File: src/rtl/soc_bus_pkg.sv
// -----------------------------------------------------------------------------
// soc_bus_pkg
//   Shared types and constants for the single-master data-bus interconnect.
//   - bus_state_e : interconnect FSM encoding (IDLE / ACTIVE / RESP)
//   - default address map for the 4-slot build:
//       slot 0 RAM  : base 32'h0000_0000, mask 32'hFFFF_0000
//       slot 1 MMIO : base 32'hFFFF_0000, mask 32'hFFFF_0000
//       slot 2/3    : unused (mask 0 with a non-zero base can never match)
//   - DEF_ERR_RDATA : read data returned on an errored access
//   - sel_width()   : width of a slave index for a given slave count
// -----------------------------------------------------------------------------
package soc_bus_pkg;

  typedef enum logic [1:0] {
    ST_IDLE   = 2'd0,
    ST_ACTIVE = 2'd1,
    ST_RESP   = 2'd2
  } bus_state_e;

  localparam logic [31:0] RAM_BASE    = 32'h0000_0000;
  localparam logic [31:0] RAM_MASK    = 32'hFFFF_0000;
  localparam logic [31:0] MMIO_BASE   = 32'hFFFF_0000;
  localparam logic [31:0] MMIO_MASK   = 32'hFFFF_0000;

  // (addr & 0) is always 0, so a non-zero base makes the slot unreachable.
  localparam logic [31:0] UNUSED_BASE = 32'hFFFF_FFFF;
  localparam logic [31:0] UNUSED_MASK = 32'h0000_0000;

  localparam logic [127:0] DEF_SLV_BASE = {UNUSED_BASE, UNUSED_BASE, MMIO_BASE, RAM_BASE};
  localparam logic [127:0] DEF_SLV_MASK = {UNUSED_MASK, UNUSED_MASK, MMIO_MASK, RAM_MASK};

  localparam logic [31:0] DEF_ERR_RDATA = 32'h0000_0000;

  // Index width; a single-slave build still carries a 1-bit index.
  function automatic int sel_width(input int n);
    return (n > 1) ? $clog2(n) : 1;
  endfunction

endpackage

File: src/rtl/soc_bus_addr_dec.sv
// -----------------------------------------------------------------------------
// soc_bus_addr_dec
//   Purely combinational priority address decoder. Slot i hits when
//   (i_addr & MASK_i) == BASE_i; when several slots hit, the lowest index wins.
// Ports
//   i_addr : byte address to decode
//   o_hit  : at least one slot matched
//   o_sel  : index of the lowest matching slot (0 when no hit)
// -----------------------------------------------------------------------------
module soc_bus_addr_dec
  import soc_bus_pkg::*;
#(
  parameter int                  N_SLV    = 4,
  parameter int                  AW       = 32,
  parameter logic [N_SLV*AW-1:0] SLV_BASE = '0,
  parameter logic [N_SLV*AW-1:0] SLV_MASK = '0,
  parameter int                  SW       = sel_width(N_SLV)
) (
  input  logic [AW-1:0] i_addr,
  output logic          o_hit,
  output logic [SW-1:0] o_sel
);

  // Scan from the top down so the last assignment is the lowest match.
  always_comb begin
    o_hit = 1'b0;
    o_sel = '0;
    for (int i = N_SLV - 1; i >= 0; i--) begin
      if ((i_addr & SLV_MASK[i*AW +: AW]) == SLV_BASE[i*AW +: AW]) begin
        o_hit = 1'b1;
        o_sel = SW'(i);
      end
    end
  end

endmodule

File: src/rtl/soc_bus_ic.sv
// -----------------------------------------------------------------------------
// soc_bus_ic
//   Single-master, N-slave data-bus interconnect. A master request is latched
//   in IDLE, decoded to one slave region, forwarded as a one-hot s_req, and
//   completed with a one-cycle m_ready pulse (m_err flags unmapped accesses and,
//   when enabled, timed-out ones).
//
//   Optional feature macro: BUS_TIMEOUT_EN
//     defined   : ACTIVE aborts with m_err after TIMEOUT_CYC cycles without
//                 s_ready from the selected slave.
//     undefined : ACTIVE waits for the slave indefinitely.
//
// Ports
//   clk, rst_n          clock, synchronous active-low reset
//   m_req/m_we/m_wstrb/m_addr/m_wdata   master request (held until m_ready)
//   m_rdata/m_ready/m_err               master response (valid with m_ready)
//   busy                transaction in flight (state != IDLE)
//   s_req               one-hot slave request
//   s_we/s_wstrb/s_addr/s_wdata         latched request, shared by all slaves
//   s_rdata/s_ready     packed slave read data / per-slave completion
//
// Timing: accept at edge 0, zero-wait slave -> m_ready after edge 2,
// unmapped -> m_ready after edge 1. m_ready is produced while leaving RESP,
// so the pulse coincides with the IDLE cycle that can accept the next request.
// -----------------------------------------------------------------------------
module soc_bus_ic
  import soc_bus_pkg::*;
#(
  parameter int                  N_SLV       = 4,
  parameter int                  AW          = 32,
  parameter int                  DW          = 32,
  parameter logic [N_SLV*AW-1:0] SLV_BASE    = DEF_SLV_BASE,
  parameter logic [N_SLV*AW-1:0] SLV_MASK    = DEF_SLV_MASK,
  parameter int                  TIMEOUT_CYC = 255,
  parameter logic [DW-1:0]       ERR_RDATA   = DW'(DEF_ERR_RDATA)
) (
  input  logic                clk,
  input  logic                rst_n,
  // master side
  input  logic                m_req,
  input  logic                m_we,
  input  logic [DW/8-1:0]     m_wstrb,
  input  logic [AW-1:0]       m_addr,
  input  logic [DW-1:0]       m_wdata,
  output logic [DW-1:0]       m_rdata,
  output logic                m_ready,
  output logic                m_err,
  output logic                busy,
  // slave side
  output logic [N_SLV-1:0]    s_req,
  output logic                s_we,
  output logic [DW/8-1:0]     s_wstrb,
  output logic [AW-1:0]       s_addr,
  output logic [DW-1:0]       s_wdata,
  input  logic [N_SLV*DW-1:0] s_rdata,
  input  logic [N_SLV-1:0]    s_ready
);

  localparam int SW = sel_width(N_SLV);

  bus_state_e          r_state;
  logic [SW-1:0]       r_sel;
  logic                r_err;
  logic [N_SLV-1:0]    r_sreq;
  logic                r_we;
  logic [DW/8-1:0]     r_wstrb;
  logic [AW-1:0]       r_addr;
  logic [DW-1:0]       r_wdata;
  logic [DW-1:0]       r_rdata;
  logic                r_mready;
  logic                r_merr;

`ifdef BUS_TIMEOUT_EN
  localparam int CW = $clog2(TIMEOUT_CYC + 1);
  logic [CW-1:0]       r_cnt;
`endif

  logic                w_hit;
  logic [SW-1:0]       w_sel;
  logic [N_SLV-1:0]    w_onehot;
  logic                w_sel_rdy;
  logic [DW-1:0]       w_sel_rdata;

  // Decode the live master address; only consulted while IDLE.
  soc_bus_addr_dec #(
    .N_SLV    (N_SLV),
    .AW       (AW),
    .SLV_BASE (SLV_BASE),
    .SLV_MASK (SLV_MASK),
    .SW       (SW)
  ) u_dec (
    .i_addr (m_addr),
    .o_hit  (w_hit),
    .o_sel  (w_sel)
  );

  assign w_onehot    = N_SLV'(1) << w_sel;
  // Only the latched selection is looked at; other slaves' ready is ignored.
  assign w_sel_rdy   = s_ready[r_sel];
  assign w_sel_rdata = s_rdata[int'(r_sel)*DW +: DW];

  always_ff @(posedge clk) begin
    if (!rst_n) begin
      r_state  <= ST_IDLE;
      r_sel    <= '0;
      r_err    <= 1'b0;
      r_sreq   <= '0;
      r_we     <= 1'b0;
      r_wstrb  <= '0;
      r_addr   <= '0;
      r_wdata  <= '0;
      r_rdata  <= '0;
      r_mready <= 1'b0;
      r_merr   <= 1'b0;
`ifdef BUS_TIMEOUT_EN
      r_cnt    <= '0;
`endif
    end else begin
      // Response qualifiers are single-cycle pulses.
      r_mready <= 1'b0;
      r_merr   <= 1'b0;
      case (r_state)
        ST_IDLE: begin
          if (m_req) begin
            r_we    <= m_we;
            r_wstrb <= m_wstrb;
            r_addr  <= m_addr;
            r_wdata <= m_wdata;
            r_sel   <= w_sel;
            if (w_hit) begin
              r_sreq  <= w_onehot;
              r_err   <= 1'b0;
              r_state <= ST_ACTIVE;
`ifdef BUS_TIMEOUT_EN
              r_cnt   <= '0;
`endif
            end else begin
              // Unmapped: no slave is ever requested, writes are dropped.
              r_err   <= 1'b1;
              r_rdata <= ERR_RDATA;
              r_state <= ST_RESP;
            end
          end
        end
        ST_ACTIVE: begin
          if (w_sel_rdy) begin
            // Completion beats a timeout landing in the same cycle.
            r_rdata <= w_sel_rdata;
            r_err   <= 1'b0;
            r_sreq  <= '0;
            r_state <= ST_RESP;
          end
`ifdef BUS_TIMEOUT_EN
          // Count reaches TIMEOUT_CYC on this cycle -> abort.
          else if (r_cnt == CW'(TIMEOUT_CYC - 1)) begin
            r_rdata <= ERR_RDATA;
            r_err   <= 1'b1;
            r_sreq  <= '0;
            r_state <= ST_RESP;
          end else begin
            r_cnt   <= r_cnt + 1'b1;
          end
`endif
        end
        ST_RESP: begin
          // m_req is deliberately not looked at here.
          r_mready <= 1'b1;
          r_merr   <= r_err;
          r_state  <= ST_IDLE;
        end
        default: r_state <= ST_IDLE;
      endcase
    end
  end

  assign busy    = (r_state != ST_IDLE);
  assign m_ready = r_mready;
  assign m_err   = r_merr;
  assign m_rdata = r_rdata;
  assign s_req   = r_sreq;
  assign s_we    = r_we;
  assign s_wstrb = r_wstrb;
  assign s_addr  = r_addr;
  assign s_wdata = r_wdata;

endmodule
File: config.mk
export PLATFORM = sky130hd
export DESIGN_NAME = soc_bus_ic
export DESIGN_NICKNAME = d
export VERILOG_FILES = /design/src/rtl/soc_bus_pkg.sv /design/src/rtl/soc_bus_addr_dec.sv /design/src/rtl/soc_bus_ic.sv
export SDC_FILE = /design/constraint.sdc
export NUM_CORES = 1
export LEC_CHECK = 0
export CAP_MARGIN = 20
export CORE_MARGIN = 5
export CORE_UTILIZATION = 36
export DETAILED_ROUTE_END_ITERATION = 6
export GPL_ROUTABILITY_DRIVEN = 0
export GPL_TIMING_DRIVEN = 0
export PLACE_DENSITY = 0.81
export RECOVER_POWER = 50
export SYNTH_ARGS = -nofsm -noshare
export SYNTH_HDL_FRONTEND = slang
export SYNTH_HIERARCHICAL = 1
export SYNTH_SLANG_ARGS = --single-unit
export TNS_END_PERCENT = 1
File: constraint.sdc
create_clock -name clk -period 2.6 [get_ports clk]
set_input_delay 0.52 -clock clk [delete_from_list [all_inputs] [get_ports clk]]
set_output_delay 0.52 -clock clk [all_outputs]
set_load 0.005 [all_outputs]
* Yosys cells after proc, flatten, opt, wreduce, memory -nomap -nowiden
Cells that the tools add are included.
** Storage, ports and cells
- Word-level logic and storage cells :: 54
- Output and inout port bits :: 108
- Register bits after elaboration :: 112
- Input bits :: 204
** Operators by class
- Order comparisons :: 1
- Muxes and demuxes :: 23
- Reduce and logical (&&, ||, !) cells :: 10
- Equality and inequality tests :: 7
- Shift operators :: 2
** Operators by type and width (number)
- $shiftx A128 B8 Y32 :: 1
- $mux W32 :: 3
- $pmux W32 S2 :: 1
- $logic_not A32 Y1 :: 1
- $eq A16 B16 Y1 const B :: 1
- $mux W4 :: 3
- $mux W1 :: 8
- $mux W2 :: 4
- $pmux W4 S2 :: 1
- $reduce_and A4 Y1 :: 2
- $ne A2 B2 Y1 const B :: 3
- $reduce_and A2 Y1 :: 3
- $pmux W2 S2 :: 1
- $reduce_bool A2 Y1 :: 2
- $shl A1 B2 Y4 const A :: 1
- $lt A2 B3 Y1 const B :: 1
- $reduce_and A3 Y1 :: 1
- $bmux W1 S2 :: 1
- $eq A2 B1 Y1 const B :: 1
- $eq A2 B2 Y1 const B :: 1
- $logic_not A2 Y1 :: 1
- $ne A2 B1 Y1 const B :: 1
- $pmux W1 S2 :: 1

* Depth between registers and ports, before layout
Gate-level depths: netlist of run 1.
- Depth in word-level cells :: 7
- Gate-level depth with buffers :: 7
- Gate-level depth less buffers :: 6

* By module
Netlist of run 1, hierarchy kept.
** By module, submodules not included
- soc_bus_ic :: cells an instance 467, sequential area each 2242.2 um^2, area each 4625.7 um^2, instances 1
- soc_bus_addr_dec :: cells an instance 12, sequential area each 0.0 um^2, area each 90.1 um^2, instances 1

* Worst setup path after synthesis of run 1
Ideal clock, no wire load.
- Kind :: input -> register
- Start :: input m_addr[19]
- End :: register r_rdata[10] (netlist: m_rdata[10])
- Path slack :: 0.578 ns
- Arrival time :: 1.964 ns
- Cell stages on the path :: 7
- Data required time :: 2.541 ns
- Setup time :: 0.059 ns
- Path buffers :: 1
- Cell sequence :: nand4_1 -> nor4_2 -> a41o_1 -> nor4b_2 -> a211oi_4 -> buf_6 -> a22o_1
** On the way
- Word-level cells in the longest chain between the ends :: 5
- Elaborated cells between the ends (all ways) :: 6
- Those cells by class :: eq/ne: 2; mux: 2; reduce/logical: 2
** RTL lines
- start, declared :: line soc_bus_ic.sv:43 : input logic [AW-1:0] m_addr,
- $eq A16 B16 Y1 :: line soc_bus_addr_dec.sv:29 : if ((i_addr & SLV_MASK[i*AW +: AW]) == SLV_BASE[i*AW +: AW]) begin
- $mux W1 :: line soc_bus_addr_dec.sv:29
- $mux W1 * :: line soc_bus_addr_dec.sv:29
- named net w_hit :: line soc_bus_ic.sv:78 : logic w_hit;
- $ne A2 B2 Y1 (no source line) *
- $reduce_and A4 Y1 (no source line) *
- end signal, assigned :: line soc_bus_ic.sv:148 : r_rdata <= w_sel_rdata;
- end, declared :: line soc_bus_ic.sv:69 : logic [DW-1:0] r_rdata;
The timed path passes the listed nets; every way through them passes the cells marked *.
A chain may end at the register's enable or synchronous reset.

* Final worst setup path of run 1
- Start :: input m_addr[18]
- End :: register r_rdata[15] (netlist: m_rdata[15])
Same word-level chain as after synthesis.

==> metrics.yaml, run 1 <==
grt:
  met2_usage: 0.434
  grt_util_met3: 0.0832
  grt_usage: 0.237
  met1_usage: 0.259
  grt_overflow_total: 0
  grt.busiest_layer: "met2"
  antenna_found_initial: 1
  grt_pass1_wl_mm: 28.9
  grt_max_degree: 19
  grt_pass1_vias: 5147
timing:
  max_slew.worst_pin.slew_ns: 0.806
  fin_crit_ns: 2.35
  slew_headroom: 0.463
  fmax_mhz: 425
  tns_ns: 0
  rsz0062_at_grt: "no"
  hold_viol: 0
  fin_skew_ns: 0.0114
  setup_viol: 0
  drv_slew: 0
  period_share: 0.905
power:
  finalPower_w: 0.00395
  switching_share: 0.237
  power.density_nw_per_um2: 472
  p_int_w: 0.00301
  clock_power_share: 0.362
  p_seq_frac: 0.458
  leakage_nw: 3.34
  p_comb_frac: 0.180
  p_switching_w: 0.000938
  vdd_drop_max_uv: 495
finish:
  finalNonFillerCells: 979
  seqCellArea_um2: 2240
  syn2layout_area_growth_pct: 77.4
  mostFrequentLayoutCells: "clkdlybuf4s50_1, nand2_1, dfxtp_1"
  fillers: 1004
  layout_commonest_cell: "clkdlybuf4s50_1"
  multi_input_area_um2: 2260
  fin_nets: 1006
  drive_gt1_frac: 0.0794
synth:
  avgSynthCellArea_um2: 9.85
  async_reset_ff_frac: 0
  ys.flop_type: "dfxtp_1"
  yosys_warnings: 6
  netlist-cell-type-count: 37
  syn_inst: 479
  seq_area_frac_synth: 0.475
  ys_ff_latch: 112
  netlist_area_um2: 4720
  synth_edf_count: 0
  synth_fp_nets: 683
critical_path:
  critPathMaxStageDelay_ns: 0.53
  critPathTopFamily: "compound AO/OA/AOI/OAI gates"
  worstSetupPathType: "primary input to flip-flop"
  worstSetupEndpointType: "flip-flop"
  crit_fanout: 10
  crit_chain: "clkdlybuf4s50_1 > nand4_2 > nor4_4 > a41o_1 > nor4b_2 > a211oi_4 > buf_6 > a22o_1"
  worst_path_max_delay_cell: "clkdlybuf4s50_1"
  rr_worst_depth: 6
  r2r_slack_ns: 0.59
  arrival_ns: 2.65
  reg2reg_from: "r_state[1]"
  crit_required_ns: 2.90
  regToRegEndpoint: "s_wdata[29]"
  startpoint_type: "primary input"
  critPathBufInv: 2
die:
  die_w_um: 124
  dieArea_um2: 15500
  rows: 41
  io_pins: 312
  design.core.area_um2: 12700
  initial_core_util: 0.371
  die_y_um: 124
route:
  routed-via-count: 4950
  drcViolationCount: 0
  ant_nets: 0
  avgRoutedWirePerCell_um: 19.1
  drt_pass1_iterations: 4
  drt_iter0_markers: 310
  vias_per_cell: 5.06
  routed_wirelength_mm: 18.7
outcome:
  run_status: "complete, no violations"
clock_tree:
  cts_tree: "yes"
  cts-htree-levels: 3
  clock_latency_ns: 0.36
  clockBufferDepth: 2
  cts.sinks: 112
  cts_inserted_buffers: 9
  path_clk_slew_ns: 0.07
  cts_root_buf: "clkbuf_16"
  hold_buffers: 0
place:
  place_inst: 962
  dp_hpwl_mm: 15.2
  io_buffers: 311
job:
  drv_cap: 0
worst_hold_path:
  hold_end: "s_addr[2]"
  hp-start: "s_addr[2]"
  min_path_type: "flip-flop to flip-flop"
  hold_depth: 2
[how the worst max path moves through the flow]
stage,to,startpoint,cells after the start,slack [ns]
finish,m_rdata[15],m_addr[18],8,0.25
global placement,m_rdata[13],m_addr[28],8,-0.38
CTS,m_rdata[15],m_addr[19],8,0.06
detailed placement,m_rdata[15],m_addr[28],8,-0.42
floorplan,m_rdata[10],m_addr[19],7,0.58
global route,m_rdata[11],m_addr[19],8,0.11
[timing repair]
item	in CTS	in global routing
hold endpoints to repair	0	0
gates resized for setup	1	0
setup endpoints to repair	27	30
setup buffers	0	1
pin swaps	0	1
[state kept, by name, indices dropped and copies added, names as in the netlist]
signal   count
m_rdata     32
s_addr      32
s_wdata     32
s_req        4
s_wstrb      4
r_sel        2
r_state      2
m_err        1
m_ready      1
r_err        1
s_we         1
[cells in the mapped netlist (all sizes together), types with 2 or more instances]
library cell  number  area (µm²)
mux4              33         751
nor4               5        37.5
o21ai              4        20.0
and4b              2        20.0
clkbuf            26        97.6
dfxtp            112        2240
nand4              4        31.3
a21oi             72         360
nand2            146         548
nand3              6        30.0
buf               15         124
a32oi              2        17.5
a22o              32         280
and2               3        18.8
[through the flow]
step | instance area (µm²) | hold WS [ns] | worst slack [ns] | utilization
finish | 8370 | 0.450 | 0.247 | 0.658
global route | 8370 | 0.471 | 0.109 | 0.658
global placement | 8040 | 0.442 | -0.378 | 0.632
floorplan | 4720 | 0.430 | 0.578 | -
CTS | 8360 | 0.456 | 0.0598 | 0.657
detailed placement | 8040 | 0.447 | -0.416 | 0.632
[logic make-up after synthesis]
kind of cell	synth area share
buffers and inverters	0.0478
AOI/OAI and AO/OA	0.157
DFF	0.475
other	0.000795
muxes	0.159
and+or+nand+nor	0.159
[power groups by stage]
| stage | Sequential, W | Clock [W] | Combinational, W |
|---|---|---|---|
| after floorplan | 0.00186 | 0 | 0.000220 |
| after global placement | 0.00185 | 0 | 0.000716 |
| after detailed placement | 0.00185 | 0 | 0.000733 |
| after CTS | 0.00181 | 0.00146 | 0.000739 |
| after global routing | 0.00182 | 0.00154 | 0.000761 |
| final | 0.00181 | 0.00143 | 0.000711 |
[per-layer routing]
layer,share of wire,vias to the layer above
li1,-,2358
met1,0.37,2327
met2,0.52,235
met3,0.080,30
met4,0.024,0
met5,0,-
[layout make-up]
cell class | count | share of cell area
Timing Repair Buffer | 312 | 0.373
Multi-Input combinational cell | 325 | 0.270
Antenna cell | 1 | 0.000299
Buffer | 41 | 0.0265
Clock buffer | 10 | 0.0286
Tap cell | 172 | 0.0257
Inverter | 1 | 0.000449
Clock inverter | 5 | 0.00763
Sequential cell | 112 | 0.268
[worst reg2reg max path, cell delays in order, from the launching register on]
cell and delay (ns):
dfxtp_1 0.30, clkbuf_1 0.22, nor3b_1 0.24, clkbuf_1 0.46, buf_1 0.41, nand2_1 0.14
a21oi_1 0.17
No activity file was read; power rests on OpenSTA's default activity.
==> run 2, diff against run 1 <==
==> constraint.sdc (replaced) <==
create_clock -name clk -period 2.6 [get_ports clk]
set_input_delay 0.52 -clock clk [delete_from_list [all_inputs] [get_ports clk]]
set_output_delay 0.52 -clock clk [all_outputs]
set_load 0.05 [all_outputs]
==> run 2 against run 1 <==
- sequential cell count is the same
- maximum frequency grew 0.34%
- register-to-register slack lost 0.15 ns
- sequential power is essentially flat
- design area is essentially flat
- power grew 5.4%
- global-route usage is the same
- critical endpoint unchanged
- largest power group unchanged
==> metrics.yaml, run 2 (synthesized netlist as in run 1, its figures left out) <==
route:
  drcViolationCount: 0
  drt_iter0_markers: 308
  ant_nets: 0
  avgRoutedWirePerCell_um: 19.1
  routed_wirelength_mm: 18.7
  vias_per_cell: 5.07
  routed-via-count: 4962
  drt_pass1_iterations: 5
job:
  drv_cap: 0
finish:
  syn2layout_area_growth_pct: 77.4
  fin_nets: 1006
  drive_gt1_frac: 0.0782
  finalNonFillerCells: 979
  multi_input_area_um2: 2260
  seqCellArea_um2: 2240
  post-route-cell-area_um2: 8370
  fillers: 1004
  fin_util: 0.658
  mostFrequentLayoutCells: "clkdlybuf4s50_1, nand2_1, dfxtp_1"
  layout_commonest_cell: "clkdlybuf4s50_1"
power:
  p_seq_frac: 0.435
  p_comb_frac: 0.222
  leakage_nw: 3.33
  vdd_drop_max_uv: 498
  switching_share: 0.276
  p_switching_w: 0.00115
  power.density_nw_per_um2: 498
  p_int_w: 0.00301
  clock_power_share: 0.343
  finalPower_w: 0.00416
critical_path:
  worstSetupPathType: "primary input to flip-flop"
  critPathMaxStageDelay_ns: 0.53
  crit_chain: "clkdlybuf4s50_1 > nand4_2 > nor4_4 > a41o_1 > nor4b_2 > a211oi_4 > buf_6 > a22o_1"
  arrival_ns: 2.64
  worstSetupEndpointType: "flip-flop"
  crit_fanout: 10
  crit_required_ns: 2.90
  startpoint_type: "primary input"
  critPathBufInv: 2
  worst_path_max_delay_cell: "clkdlybuf4s50_1"
  critPathTopFamily: "compound AO/OA/AOI/OAI gates"
timing:
  fmax_mhz: 426
  rsz0062_at_grt: "no"
  slew_headroom: 0.460
  tns_ns: 0
  drv_slew: 0
  period_share: 0.902
  max_slew.worst_pin.slew_ns: 0.810
  setup_viol: 0
  hold_viol: 0
  fin_crit_ns: 2.35
  fin_skew_ns: 0.00912
die:
  die_w_um: 124
  io_pins: 312
  rows: 41
  die_y_um: 124
  dieArea_um2: 15500
  design.core.area_um2: 12700
  initial_core_util: 0.371
clock_tree:
  path_clk_slew_ns: 0.07
  cts_root_buf: "clkbuf_16"
  cts.sinks: 112
  clock_latency_ns: 0.36
  clockBufferDepth: 2
  cts_inserted_buffers: 9
  cts-htree-levels: 3
  cts_tree: "yes"
grt:
  grt_max_degree: 19
  grt_usage: 0.237
  antenna_found_initial: 1
  grt_overflow_total: 0
  grt_pass1_vias: 5147
  grt_pass1_wl_mm: 28.9
place:
  place_inst: 962
  io_buffers: 311
  placed_cell_area_um2: 8040
  dp_hpwl_mm: 15.2
worst_hold_path:
  min_path_type: "flip-flop to flip-flop"
outcome:
  run_status: "complete, no violations"
-- run 2: cell count changes in the layout (fill, tap and decap cells not counted) --
cell             change
dlygate4sd3_1        -8
o21ai_0              +4
o21ai_1              -4
dlymetal6s2s_1       +1
clkbuf_1             +1
clkdlybuf4s50_1      +7
buf_2                -1
-- run 2: routing by layer --
metal / share of wire / vias to the layer above / global-route usage
li1: - / 2359 / -
met4: 0.021 / 0 / 0.0651
met1: 0.37 / 2342 / 0.259
met3: 0.087 / 25 / 0.0832
met2: 0.53 / 236 / 0.434
met5: 0 / - / 0
-- run 2: stage by stage --
stage,worst slack (ns),hold slack [ns]
2_1_floorplan,0.576,0.430
3_3_place_gp,-0.378,0.442
3_5_place_dp,-0.416,0.447
4_1_cts,0.0176,0.456
5_1_grt,0.109,0.471
6_report,0.255,0.450
-- run 2: path summary, 6_finish.rpt --
kind / startpoint / endpoint / slack [ns] / depth (start not counted)
setup reg to reg: r_state[1] / s_wdata[14] / 0.44 / 6
setup / recovery: m_addr[18] / m_rdata[15] / 0.25 / 8
hold / removal: s_addr[2] / s_addr[2] / 0.45 / 2
hold reg to reg: s_addr[2] / s_addr[2] / 0.45 / 2
-- run 2: layout make-up --
cell class / instances / area share
Multi-Input combinational cell: 325 / 0.270
Buffer: 41 / 0.0263
Clock buffer: 10 / 0.0286
Inverter: 1 / 0.000449
Tap cell: 172 / 0.0257
Sequential cell: 112 / 0.268
Timing Repair Buffer: 312 / 0.373
Clock inverter: 5 / 0.00763
Antenna cell: 1 / 0.000299
-- run 2: what timing repair did --
action                     4_1_cts  5_1_grt
pin swaps                        0        1
hold buffers                     0        0
setup endpoints to repair       27       31
gates cloned                     0        0
setup buffers                    0        1
resized for setup                1        1
-- run 2: power groups by stage --
stage	Sequential [W]	Clock [W]	Combinational, W
floorplan	0.00207	0	0.000223
global placement	0.00185	0	0.000929
detailed placement	0.00185	0	0.000947
CTS	0.00181	0.00146	0.000953
global route	0.00182	0.00154	0.000976
finish	0.00181	0.00143	0.000926
-- run 2: worst min-delay path: cells and delay by family, from the launching register on --
family | cells | cell delay, ns
DFF | 1 | 0.31
and+or+nand+nor | 1 | 0.05
AOI/OAI and AO/OA | 1 | 0.05
